==> src/rtl/axi_read_arbiter.sv <==
// axi_read_arbiter
//   Shares one AXI read master port (AR + R, 64-bit data) among NREQ
//   requesters. One burst is granted at a time by round-robin. The grant is
//   held until the beat carrying rlast is accepted. R beats are routed only
//   to the granted requester.
//
// Optional feature (compile-time macro AXI_RD_ARB_LENCHK_EN):
//   when defined, a beat counter checks rlast against the issued arlen and
//   raises the sticky len_err flag. When undefined, len_err is tied to 0.
//
// Ports
//   clk, rst          : single clock, synchronous active-high reset
//   req_ar*           : per-requester AR fields/valid (slice i = [i*W +: W])
//   req_arready       : one-hot (or zero) address accept, combinational
//   req_rdata         : read data broadcast to every requester
//   req_rvalid/rlast  : routed to the granted requester only
//   req_rready        : per-requester data ready (only the owner's bit is used)
//   m_axi_ar*         : registered AR channel toward the read bridge
//   m_axi_r*          : R channel from the read bridge (pass-through)
//   grant             : index of the current owner, valid outside IDLE
//   busy              : FSM is not in IDLE
//   len_err           : sticky beat-count error (see macro above)
module axi_read_arbiter #(
  parameter int NREQ = 4,
  parameter int AW   = 32
) (
  input  logic                    clk,
  input  logic                    rst,
  input  logic [NREQ*AW-1:0]      req_araddr,
  input  logic [NREQ*8-1:0]       req_arlen,
  input  logic [NREQ*3-1:0]       req_arsize,
  input  logic [NREQ*2-1:0]       req_arburst,
  input  logic [NREQ-1:0]         req_arvalid,
  output logic [NREQ-1:0]         req_arready,
  output logic [63:0]             req_rdata,
  output logic [NREQ-1:0]         req_rlast,
  output logic [NREQ-1:0]         req_rvalid,
  input  logic [NREQ-1:0]         req_rready,
  output logic [AW-1:0]           m_axi_araddr,
  output logic [7:0]              m_axi_arlen,
  output logic [2:0]              m_axi_arsize,
  output logic [1:0]              m_axi_arburst,
  output logic                    m_axi_arvalid,
  input  logic                    m_axi_arready,
  input  logic [63:0]             m_axi_rdata,
  input  logic                    m_axi_rlast,
  input  logic                    m_axi_rvalid,
  output logic                    m_axi_rready,
  output logic [$clog2(NREQ)-1:0] grant,
  output logic                    busy,
  output logic                    len_err
);

  localparam int GW = $clog2(NREQ);

  typedef enum logic [1:0] {
    S_IDLE = 2'd0,
    S_ADDR = 2'd1,
    S_DATA = 2'd2
  } state_t;

  state_t          state_q, state_d;
  logic [GW-1:0]   grant_q, grant_d;
  logic [GW-1:0]   ptr_q, ptr_d;
  logic [AW-1:0]   araddr_q, araddr_d;
  logic [7:0]      arlen_q, arlen_d;
  logic [2:0]      arsize_q, arsize_d;
  logic [1:0]      arburst_q, arburst_d;

  logic [GW-1:0]   win_idx;
  logic            win_found;
  logic [NREQ-1:0] grant_oh;
  logic            ar_hs;
  logic            r_hs;

  // Round-robin pick: scan from ptr upward, wrapping modulo NREQ.
  always_comb begin
    int cand;
    cand      = 0;
    win_idx   = ptr_q;
    win_found = 1'b0;
    for (int i = 0; i < NREQ; i++) begin
      cand = int'(ptr_q) + i;
      if (cand >= NREQ) cand = cand - NREQ;
      if (!win_found && req_arvalid[cand]) begin
        win_found = 1'b1;
        win_idx   = GW'(cand);
      end
    end
  end

  assign grant_oh = {{(NREQ-1){1'b0}}, 1'b1} << grant_q;
  assign ar_hs    = (state_q == S_ADDR) && m_axi_arready;
  assign r_hs     = (state_q == S_DATA) && m_axi_rvalid && m_axi_rready;

  // State and latched-request registers
  always_ff @(posedge clk) begin
    if (rst) begin
      state_q   <= S_IDLE;
      grant_q   <= '0;
      ptr_q     <= '0;
      araddr_q  <= '0;
      arlen_q   <= '0;
      arsize_q  <= '0;
      arburst_q <= '0;
    end else begin
      state_q   <= state_d;
      grant_q   <= grant_d;
      ptr_q     <= ptr_d;
      araddr_q  <= araddr_d;
      arlen_q   <= arlen_d;
      arsize_q  <= arsize_d;
      arburst_q <= arburst_d;
    end
  end

  // Next-state logic; the AR fields are captured only when leaving IDLE so
  // a requester that drops arvalid afterwards is still served from the copy.
  always_comb begin
    state_d   = state_q;
    grant_d   = grant_q;
    ptr_d     = ptr_q;
    araddr_d  = araddr_q;
    arlen_d   = arlen_q;
    arsize_d  = arsize_q;
    arburst_d = arburst_q;
    unique case (state_q)
      S_IDLE: begin
        if (win_found) begin
          grant_d   = win_idx;
          araddr_d  = req_araddr[win_idx*AW +: AW];
          arlen_d   = req_arlen[win_idx*8 +: 8];
          arsize_d  = req_arsize[win_idx*3 +: 3];
          arburst_d = req_arburst[win_idx*2 +: 2];
          state_d   = S_ADDR;
        end
      end
      S_ADDR: begin
        if (ar_hs) state_d = S_DATA;
      end
      S_DATA: begin
        // Termination follows rlast only; the just-served requester moves
        // to lowest priority.
        if (r_hs && m_axi_rlast) begin
          state_d = S_IDLE;
          if (grant_q == GW'(NREQ - 1)) ptr_d = '0;
          else                          ptr_d = grant_q + 1'b1;
        end
      end
      default: state_d = S_IDLE;
    endcase
  end

  // Outputs
  always_comb begin
    m_axi_arvalid = 1'b0;
    m_axi_rready  = 1'b0;
    req_arready   = '0;
    req_rvalid    = '0;
    req_rlast     = '0;
    busy          = (state_q != S_IDLE);
    unique case (state_q)
      S_ADDR: begin
        m_axi_arvalid = 1'b1;
        if (m_axi_arready) req_arready = grant_oh;
      end
      S_DATA: begin
        m_axi_rready = req_rready[grant_q];
        if (m_axi_rvalid) req_rvalid = grant_oh;
        if (m_axi_rlast)  req_rlast  = grant_oh;
      end
      default: ;
    endcase
  end

  assign req_rdata     = m_axi_rdata;
  assign m_axi_araddr  = araddr_q;
  assign m_axi_arlen   = arlen_q;
  assign m_axi_arsize  = arsize_q;
  assign m_axi_arburst = arburst_q;
  assign grant         = grant_q;

`ifdef AXI_RD_ARB_LENCHK_EN
  logic [7:0] cnt_q, cnt_d;
  logic       len_err_q, len_err_d;

  // Counter holds the number of beats still expected after the current one;
  // rlast must coincide with zero. It saturates at zero on overrun.
  always_comb begin
    cnt_d     = cnt_q;
    len_err_d = len_err_q;
    if (ar_hs) begin
      cnt_d = arlen_q;
    end else if (r_hs) begin
      if (m_axi_rlast && (cnt_q != 8'd0))  len_err_d = 1'b1;
      if (!m_axi_rlast && (cnt_q == 8'd0)) len_err_d = 1'b1;
      if (cnt_q != 8'd0) cnt_d = cnt_q - 8'd1;
    end
  end

  always_ff @(posedge clk) begin
    if (rst) begin
      cnt_q     <= '0;
      len_err_q <= 1'b0;
    end else begin
      cnt_q     <= cnt_d;
      len_err_q <= len_err_d;
    end
  end

  assign len_err = len_err_q;
`else
  assign len_err = 1'b0;
`endif

endmodule

==> config.mk <==
export PLATFORM = sky130hd
export DESIGN_NAME = axi_read_arbiter
export DESIGN_NICKNAME = d
export VERILOG_FILES = /design/src/rtl/axi_read_arbiter.sv
export SDC_FILE = /design/constraint.sdc
export NUM_CORES = 1
export LEC_CHECK = 0
export ABC_AREA = 1
export CORE_AREA = 2 2 151 153
export DETAILED_ROUTE_END_ITERATION = 12
export DIE_AREA = 0 0 153 155
export PLACE_DENSITY = 0.58
export SYNTH_ARGS = -nofsm -noshare
export SYNTH_HDL_FRONTEND = slang
export SYNTH_SLANG_ARGS = --single-unit
==> constraint.sdc <==
create_clock -name clk -period 4.1 [get_ports clk]
set_input_delay 1.23 -clock clk [delete_from_list [all_inputs] [get_ports clk]]
set_output_delay 1.23 -clock clk [all_outputs]
set_load 0.01 [all_outputs]
==> results of run 1 <==
==> final cells by class <==
class	count	area, sq um
inverters	39	146
flip-flops and latches	51	1020
multi-input cells	622	2630
repair buffers	266	2650
well taps	285	357
clock inverters	1	30.0
clock buffers	6	129
fillers	2554	15300
==> synth_stat cells, types with 2 or more instances <==
library cell,n
sky130_fd_sc_hd__o21ai_0,2
sky130_fd_sc_hd__a21oi_1,5
sky130_fd_sc_hd__nand2_4,2
sky130_fd_sc_hd__clkbuf_1,5
sky130_fd_sc_hd__inv_1,37
sky130_fd_sc_hd__buf_4,72
sky130_fd_sc_hd__nand3_1,118
sky130_fd_sc_hd__buf_6,8
sky130_fd_sc_hd__o21ai_1,26
sky130_fd_sc_hd__nor2_1,157
sky130_fd_sc_hd__nand2_2,6
sky130_fd_sc_hd__nor3_1,4
sky130_fd_sc_hd__nand4_1,3
sky130_fd_sc_hd__buf_2,27
sky130_fd_sc_hd__nand2_1,289
sky130_fd_sc_hd__inv_2,2
sky130_fd_sc_hd__ha_1,4
sky130_fd_sc_hd__dfxtp_1,51
==> critical path, delay by kind of cell <==
| kind | cells | cell delay, ns |
|---|---|---|
| buffers and inverters | 2 | 1.03 |
| AND/OR/NAND/NOR | 4 | 0.31 |
==> cells by family after synthesis <==
logic type | count (synthesis)
simple gates | 582
buf+inv | 152
other cells | 1
fa+ha+maj | 4
compound gates | 35
flops | 51
==> state kept, by name, indices dropped and copies added, names as in the netlist <==
register,count
m_axi_araddr,32
m_axi_arlen,8
m_axi_arsize,3
grant,2
m_axi_arburst,2
ptr_q,2
state_q,2
==> routing by layer <==
layer	routed length [um]	vias to the layer above
met2	8800	214
li1	-	2816
met5	13	-
met3	1530	26
met1	7560	2378
met4	278	2
==> per-stage QoR <==
step	hold slack (ns)	power, W	util [%]	instances
after CTS	0.564	0.00199	31.3	1270
final	0.563	0.00195	31.3	1270
after global placement	0.543	0.00148	30.6	1263
after floorplan	0.531	0.00110	-	825
after global routing	0.605	0.00210	31.3	1270
after detailed placement	0.544	0.00148	30.6	1263
==> path summary, 6_finish.rpt <==
check	startpoint	to	slack [ns]	cells past startpoint
min	m_axi_araddr[1]$_SDFFE_PP0P_	m_axi_araddr[1]$_SDFFE_PP0P_	0.56	4
max reg2reg	ptr_q[0]$_SDFFE_PP0P_	m_axi_araddr[18]$_SDFFE_PP0P_	1.54	14
min reg2reg	m_axi_araddr[1]$_SDFFE_PP0P_	m_axi_araddr[1]$_SDFFE_PP0P_	0.56	4
max	req_rready[3]	m_axi_rready	0.31	6
==> power groups by stage <==
stage / clock [W] / combinational (W) / sequential [W]
6_report: 0.000487 / 0.000848 / 0.000613
5_1_grt: 0.000526 / 0.000945 / 0.000625
4_1_cts: 0.000510 / 0.000864 / 0.000615
3_5_place_dp: 0 / 0.000860 / 0.000625
3_3_place_gp: 0 / 0.000862 / 0.000623
2_1_floorplan: 0 / 0.000442 / 0.000656
==> flow_results.org, run 1 <==
** Synth
- The cell area that synthesis handed to floorplanning was roughly 4600 sq um.
- Mux share of post-synthesis cell area :: 0%
- Synthesized instance count :: 825
- Summing the areas of all compound-gate instances in the mapped netlist gives between 3 and 4% of the synthesized area.
- After synthesis the netlist holds a flip-flop and latch count of 51.
- The synthesized netlist devotes roughly 52% of its cell area to simple gates.
- In this run the mean area of a mapped cell was between 5 and 6 sq um.
- Share of Yosys cell area claimed by the top area cell type :: between 20% and 30%
- Sequential cells were found to cover between 20% and 30% of the synthesized design area.
- Top post-synthesis cells by area :: sky130_fd_sc_hd__nand2_1, sky130_fd_sc_hd__dfxtp_1, sky130_fd_sc_hd__nand3_1
- After synthesis, the share of flip-flops with an asynchronous set or reset is 0%.
- Summed over all instances, the cell type with the most area after synthesis is sky130_fd_sc_hd__nand2_1.
- The Yosys step of the flow raised 0 warnings.
- Syn nets :: roughly 1100
- Summing the areas of all fa, ha and maj instances in the mapped netlist gives between 1 and 1.5% of the synthesized area.
- Summing the areas of all xor and xnor instances in the mapped netlist gives 0% of the synthesized area.
- In this run, distinct cell masters in the synthesized netlist total 25.
- Combinational family with the most area after synthesis :: simple AND/OR/NAND/NOR gates
- Counting flops with a built-in enable in the synthesized netlist gives 0.
- Most used flip-flop cell after synthesis :: sky130_fd_sc_hd__dfxtp_1

** Layout
- The top cell types in the final layout, fill and taps aside, are sky130_fd_sc_hd__nand2_1, sky130_fd_sc_hd__clkdlybuf4s50_1, sky130_fd_sc_hd__nor2_1, sky130_fd_sc_hd__nand3_1, sky130_fd_sc_hd__dfxtp_1.
- Fin nets :: approximately 1200
- The finished cells cover roughly 7000 sq um.
- Compared with the post-synthesis result, the final layout area differs by 52.0%.
- Share of post-route cells with drive strength above 1 :: ~3.2%
- Most frequent standard cell in the layout excluding fill and tap cells :: sky130_fd_sc_hd__nand2_1
- Antenna cell count :: 0

** Clock network
- Clock tree synthesis found a total of a little over 50 sinks.
- In this run, post-CTS repair resized a total of 0 instances.
- In this run, CTS created clock tree buffers numbering 5.
- After clock tree synthesis, the setup repair step added 0 buffers.
- Clock tree from TritonCTS :: done
- Root buffer selected by CTS :: sky130_fd_sc_hd__clkbuf_16
- The H-tree generated during clock tree synthesis spans 2 levels.
- Buffer levels on the longest clock path :: 2
- For the worst-skew pair, the clock arrives at the later sink with an insertion delay of 0.30 ns.
- Hold buffer count at cts :: 0
- Clock-pin slew on the worst setup and hold paths :: about 0.07 ns

** Outcome
- Outcome :: complete, no violations

** Critical path
- Crit-path slowest cell :: sky130_fd_sc_hd__clkdlybuf4s50_1
- The critical path in this run is classified as input pin to output port.
- STA classifies the critical path startpoint as an input pin.
- For the worst setup path, the data required time is around 2.9 ns.
- In this design, the stage delay of the slowest critical-path cell is around 0.57 ns.
- Data arrival time of the critical path :: roughly 2.6 ns
- The worst setup path is captured at an output port.
- Cell-by-cell listing of the critical path :: clkdlybuf4s50_1 > nand2_1 > nand3_1 > nand2_1 > nor2_1 > clkdlybuf4s50_1
- Of all nets on the critical path, the largest fanout is 2.

** Job
- Max-Cap Viols :: 0

** Pwr
- The share of total power dissipated in the clock network is around 25%.
- IR analysis of the VDD net gives a maximum drop of between 100 and 150 uV.
- Sequential group share of total power :: 31.5%
- In this run, the combinational gates consume a little over two fifths of the power.
- Cell Pwr Density :: approximately 280 nW/um^2
- Switch share :: 33.9%
- Summed over all nets, the switching power comes to about 0.00066 W.
- Leak Pwr :: around 3.4 nW
- The internal portion of the total power is 0.00129 W.

** Timing
- Max-Slew Margin vs Limit :: 29.5%
- Setup_tns :: 0 ns
- Post-route clock period utilization :: ~93%
- For the finished layout, the period the worst path requires is 3.79 ns.
- Setup repair after global routing left no endpoint under its margin.
- Number of hold violations in the final report :: 0
- The final count of pins violating max slew is 0.
- Fmax :: between 0.2 and 0.3 GHz
- Clock skew on the completed layout was measured at 0.00284 ns.
- Setup slack on the critical path of the routed design comes to a little over 0.3 ns.
- Tightest Pin Transition :: between 1 and 1.5 ns
- Setup violations remaining at the end of the flow were counted as 0.

** Drt
- The first detailed-routing pass ran for 4 iterations.
- The routed layout has about 5400 vias.
- Wires add up to approximately 18000 um.
- Routed wire per std cell :: ~14 um
- In this run, the number of DRC markers left after iteration 0 of detailed routing was 287.
- In this run the remaining antenna-violating nets after routing total 0.
- After detailed routing, the number of vias per cell comes to approximately 4.3.
- Residual DRC :: 0

** Global routing
- Number of global-route vias before repair :: just over 5000
- Grt peak-use layer :: met2
- Fraction of met3 tracks used by global routing :: under 10%
- Total routing usage reported by global routing :: roughly 15%
- In the global route stage, met1 resource usage came out at between 10% and 20%.
- The first global-routing pass estimated 27900 um of wire.
- For this run, global-route usage on met2 was measured as between 20% and 30%.
- Congestion Overflow GR :: 0
- Number of antenna violations at the first check in global routing :: 1
- Entering global routing, the biggest net connects 65 pins.

** Floorplanning
- Die width :: 153 um
- Total die area :: around 24000 sq um
- Effective utilization at floorplan :: 20.6%
- The core region is 22200 sq um.
- Top-level I/O count :: 384
- Number of core rows :: between 50 and 60
- In this run the vertical extent of the chip is between 150 and 200 um.

** Place
- At the end of routability-driven placement, the weighted congestion stood at just under 0.8.
- Post-placement setup slack :: a little over 0.3 ns
- Port buffering added roughly 250 buffers.
- The HPWL after detailed placement is about 14000 um.
- Dpl cell area :: about 6800 sq um

** Worst hold path
- The min-delay analysis places its worst path in the category flip-flop to flip-flop.
Power figures use the tool's default switching activity.
==> run 2, diff against run 1 <==
--- a/config.mk
+++ b/config.mk
@@ -9,6 +9,7 @@
 export CORE_AREA = 2 2 151 153
 export DETAILED_ROUTE_END_ITERATION = 12
 export DIE_AREA = 0 0 153 155
+export GPL_ROUTABILITY_DRIVEN = 0
 export PLACE_DENSITY = 0.58
 export SYNTH_ARGS = -nofsm -noshare
 export SYNTH_HDL_FRONTEND = slang
==> results of run 2 <==
Final layout, timing and power as in run 1 (identical DEF).
==> variant 1: new RTL, settings of run 1 <==
`araddr_q` no longer has a reset.
--- a/src/rtl/axi_read_arbiter.sv
+++ b/src/rtl/axi_read_arbiter.sv
@@ -99,7 +99,6 @@
       state_q   <= S_IDLE;
       grant_q   <= '0;
       ptr_q     <= '0;
-      araddr_q  <= '0;
       arlen_q   <= '0;
       arsize_q  <= '0;
       arburst_q <= '0;
@@ -107,11 +106,14 @@
       state_q   <= state_d;
       grant_q   <= grant_d;
       ptr_q     <= ptr_d;
-      araddr_q  <= araddr_d;
       arlen_q   <= arlen_d;
       arsize_q  <= arsize_d;
       arburst_q <= arburst_d;
     end
+  end
+
+  always_ff @(posedge clk) begin
+    araddr_q <= araddr_d;
   end
 
   // Next-state logic; the AR fields are captured only when leaving IDLE so
Formal check against the unedited RTL: not equivalent (a bounded check fails within 4 cycles, from zero or initial values and one cycle with rst high).
==> variant 1 against run 1 <==
Register-to-register slack got worse by 0.11 ns; non-clock buffer count shrank 1; area after synthesis fell by 8.8%; sequential power increased by 10%; sequential cell count is the same; worst setup slack gained 0.035 ns; routed wire length shrank 6.7%; die area unchanged; design area fell by 4.2%; first-iteration DRC count fell by 8.7%; total power is 1.6% lower; critical endpoint unchanged; largest cell class unchanged; largest power group unchanged; highest routed layer is now met4.
==> variant 1: results (changes against run 1) <==
Timing
  – Worst Tran Pin Value: 0.612 ns (was 1.06 ns)
  – Tmin final: 3.76 ns (was 3.79 ns)

Yosys
  – Synth top cells by count: nand2_1 (147), nor2_1 (138), buf_4 (66), o21ai_0 (65), nand3_1 (49) (was nand2_1 (289), nor2_1 (157), nand3_1 (118), buf_4 (72), dfxtp_1 (51))
  – Sequential share of the synthesized area: 32.1% (was 22.3%)
  – Netlist cell types: 27 (was 25)
  – Dominant synthesized flop cell: edfxtp_1 (was dfxtp_1)
  – Syn Nets: 901 (was 1086)
  – Number of synthesized flops with an enable pin: 32 (was 0)
  – Post-synthesis adder-cell area fraction: 1.20% (was 1.09%)
  – Largest cells by area after synthesis: edfxtp_1 (23%), nand2_1 (13%), nor2_1 (12%) (was nand2_1 (24%), dfxtp_1 (22%), nand3_1 (13%))
  – Share of the synthesized area in the top cell type: 23.0% (was 23.7%)
  – Synth Area in Compound Gates: 12.7% (was 3.93%)
  – Synth Area in XOR/XNOR: 0% (unchanged)

Placement
  – Detailed placement HPWL: 13300 um (was 13600 um)
  – Dpl cell area: 0.00650 mm^2 (was 0.00681 mm^2)
  – GPL Wtd Cong: 0.796 (was 0.785)
  – Placed Cells: 1090 (was 1263)

Cells and area
  – Non-clock buffers: 265 (was 266)
  – Max FFs per register: 32 (unchanged)
  – Multi-input gates: 456 (was 622)
  – Final nets: 1073 (was 1246)
  – Clock tree cell share of total cell area: 2.57% (was 2.28%)
  – Data buffer area share: 39.9% (was 38.1%)
  – P&R area growth vs syn: 59.6% (was 52.0%)
  – Sequential share of cell area: 20.1% (was 14.7%)
  – Share of cells above drive strength 1: 3.94% (was 3.25%)

Clock tree
  – Htree depth: 2 (unchanged)

Pwr
  – Leakage: 2.82 nW (was 3.35 nW)
  – Sequential power: 676 uW (was 613 uW)
  – P_int: 1.33 mW (was 1.29 mW)
  – Psw: 584 uW (was 660 uW)
  – VDD IR max: 0.179 mV (was 0.133 mV)
  – Clock group share of total power: 26.5% (was 25.0%)

Critical path
  – Reg2reg end: m_axi_araddr[10]$_DFFE_PP_ (was m_axi_araddr[18]$_SDFFE_PP0P_)
  – Reg2reg path depth: 11 (was 14)
  – Arrival time at the worst endpoint: 2.53 ns (was 2.56 ns)
  – Critical path launch point: req_rready[1] (was req_rready[3])
  – R2R setup slack: 1.43 ns (was 1.54 ns)

Status
  – Status: finished, final reports clean (unchanged)

Min path
  – Worst Hold Path EP: m_axi_arburst[1]$_SDFFE_PP0P_ (was m_axi_araddr[1]$_SDFFE_PP0P_)
  – Min-delay src: m_axi_arburst[1]$_SDFFE_PP0P_ (was m_axi_araddr[1]$_SDFFE_PP0P_)

Global routing
  – Largest net degree at the start of global routing: 64 (was 65)
  – Global-route wire length before repair: 25200 um (was 27900 um)
  – Vias in the first global route: 4385 (was 5063)
  – Initial antenna violation count: 0 (was 1)
  – Total GRT Usage: 13.7% (was 14.7%)

Routing
  – Final wirelength: 17000 um (was 18200 um)
  – 1st-iter DRT viols: 262 (was 287)
  – Total number of vias: 4577 (was 5436)
## variant 1: critical path, stage by stage
cell             delay (ns)
clkdlybuf4s50_1        0.45
nand2_1                0.05
nand3_1                0.08
and3_1                 0.17
clkdlybuf4s50_1        0.54
## variant 1: cells by family (layout without fill, tap and decap cells)
| kind of cell | count (synthesis) | in the layout |
|---|---|---|
| AND/OR/NAND/NOR | 346 | 346 |
| other | 1 | 1 |
| flip-flops | 51 | 51 |
| adder cells (fa/ha/maj) | 4 | 4 |
| buffers and inverters | 133 | 306 |
| AO/OA/AOI/OAI | 105 | 105 |
## variant 1: per-layer routing
metal | GRT usage, % | share of wire, % | vias up
li1 | - | - | 2335
met3 | 5.01 | 9.5 | 35
met5 | 0.828 | 0 | -
met2 | 24.5 | 50 | 207
met4 | 5.16 | 3.0 | 0
met1 | 14.7 | 38 | 2000
==> variant 2: new RTL, config.mk and constraints of run 1 <==
Without the edit above. `NREQ`: 4 -> 16.
--- a/src/rtl/axi_read_arbiter.sv
+++ b/src/rtl/axi_read_arbiter.sv
@@ -21,7 +21,7 @@
 //   busy              : FSM is not in IDLE
 //   len_err           : sticky beat-count error (see macro above)
 module axi_read_arbiter #(
-  parameter int NREQ = 4,
+  parameter int NREQ = 16,
   parameter int AW   = 32
 ) (
   input  logic                    clk,
Interface: changed (10 resized); port bits go from 384 to 986. The function was not compared with the original's and may differ.
==> variant 2 against run 1 <==
The flow now stops in 3_2_place_iop; area after synthesis grew to 3.0 times the old value.
==> variant 2: results (changes against run 1) <==
Yosys
  – Mean Syn Cell Area: 4.65 um^2 (was 5.56 um^2)
  – Syn Nets: 3829 (was 1086)
  – Post-synthesis mux area share: 0% (unchanged)
  – Dominant synthesized flop cell: dfxtp_1 (unchanged)
  – Cell Area, Synth: 0.0139 mm^2 (was 0.00458 mm^2)
  – Flops & latches, synth: 55 (was 51)
  – Netlist cell types: 45 (was 25)
  – Synth Area in XOR/XNOR: 0.503% (was 0%)
  – Sequential share of the synthesized area: 7.90% (was 22.3%)
  – Post-synthesis adder-cell area fraction: 1.17% (was 1.09%)
  – Ys async rst share: 0% (unchanged)
  – Yosys warning total: 0 (unchanged)
  – Synth top cells by count: nand2_1 (1823), nand3_1 (530), inv_1 (108), buf_2 (97), nor2_1 (81) (was nand2_1 (289), nor2_1 (157), nand3_1 (118), buf_4 (72), dfxtp_1 (51))
  – Largest cells by area after synthesis: nand2_1 (49%), nand3_1 (19%), dfxtp_1 (7.9%) (was nand2_1 (24%), dfxtp_1 (22%), nand3_1 (13%))
  – Synth Area in Compound Gates: 2.42% (was 3.93%)

Status
  – Failing step: 3_2_place_iop
  – Status: stopped before the end (was finished, final reports clean)
  – Err: [ERROR PPL-0024] Number of IO pins (986) exceeds maximum number of available positions (548). Increase the die perimeter from 616.00um to 1340.96um.
==> variant 2: cells by family after synthesis <==
kind of cell	count (synthesis)
and+or+nand+nor	2471
xor gates and xnor gates	5
adders and majority gates	13
DFF	55
AOI/OAI and AO/OA	59
other	1
buffers and inverters	391
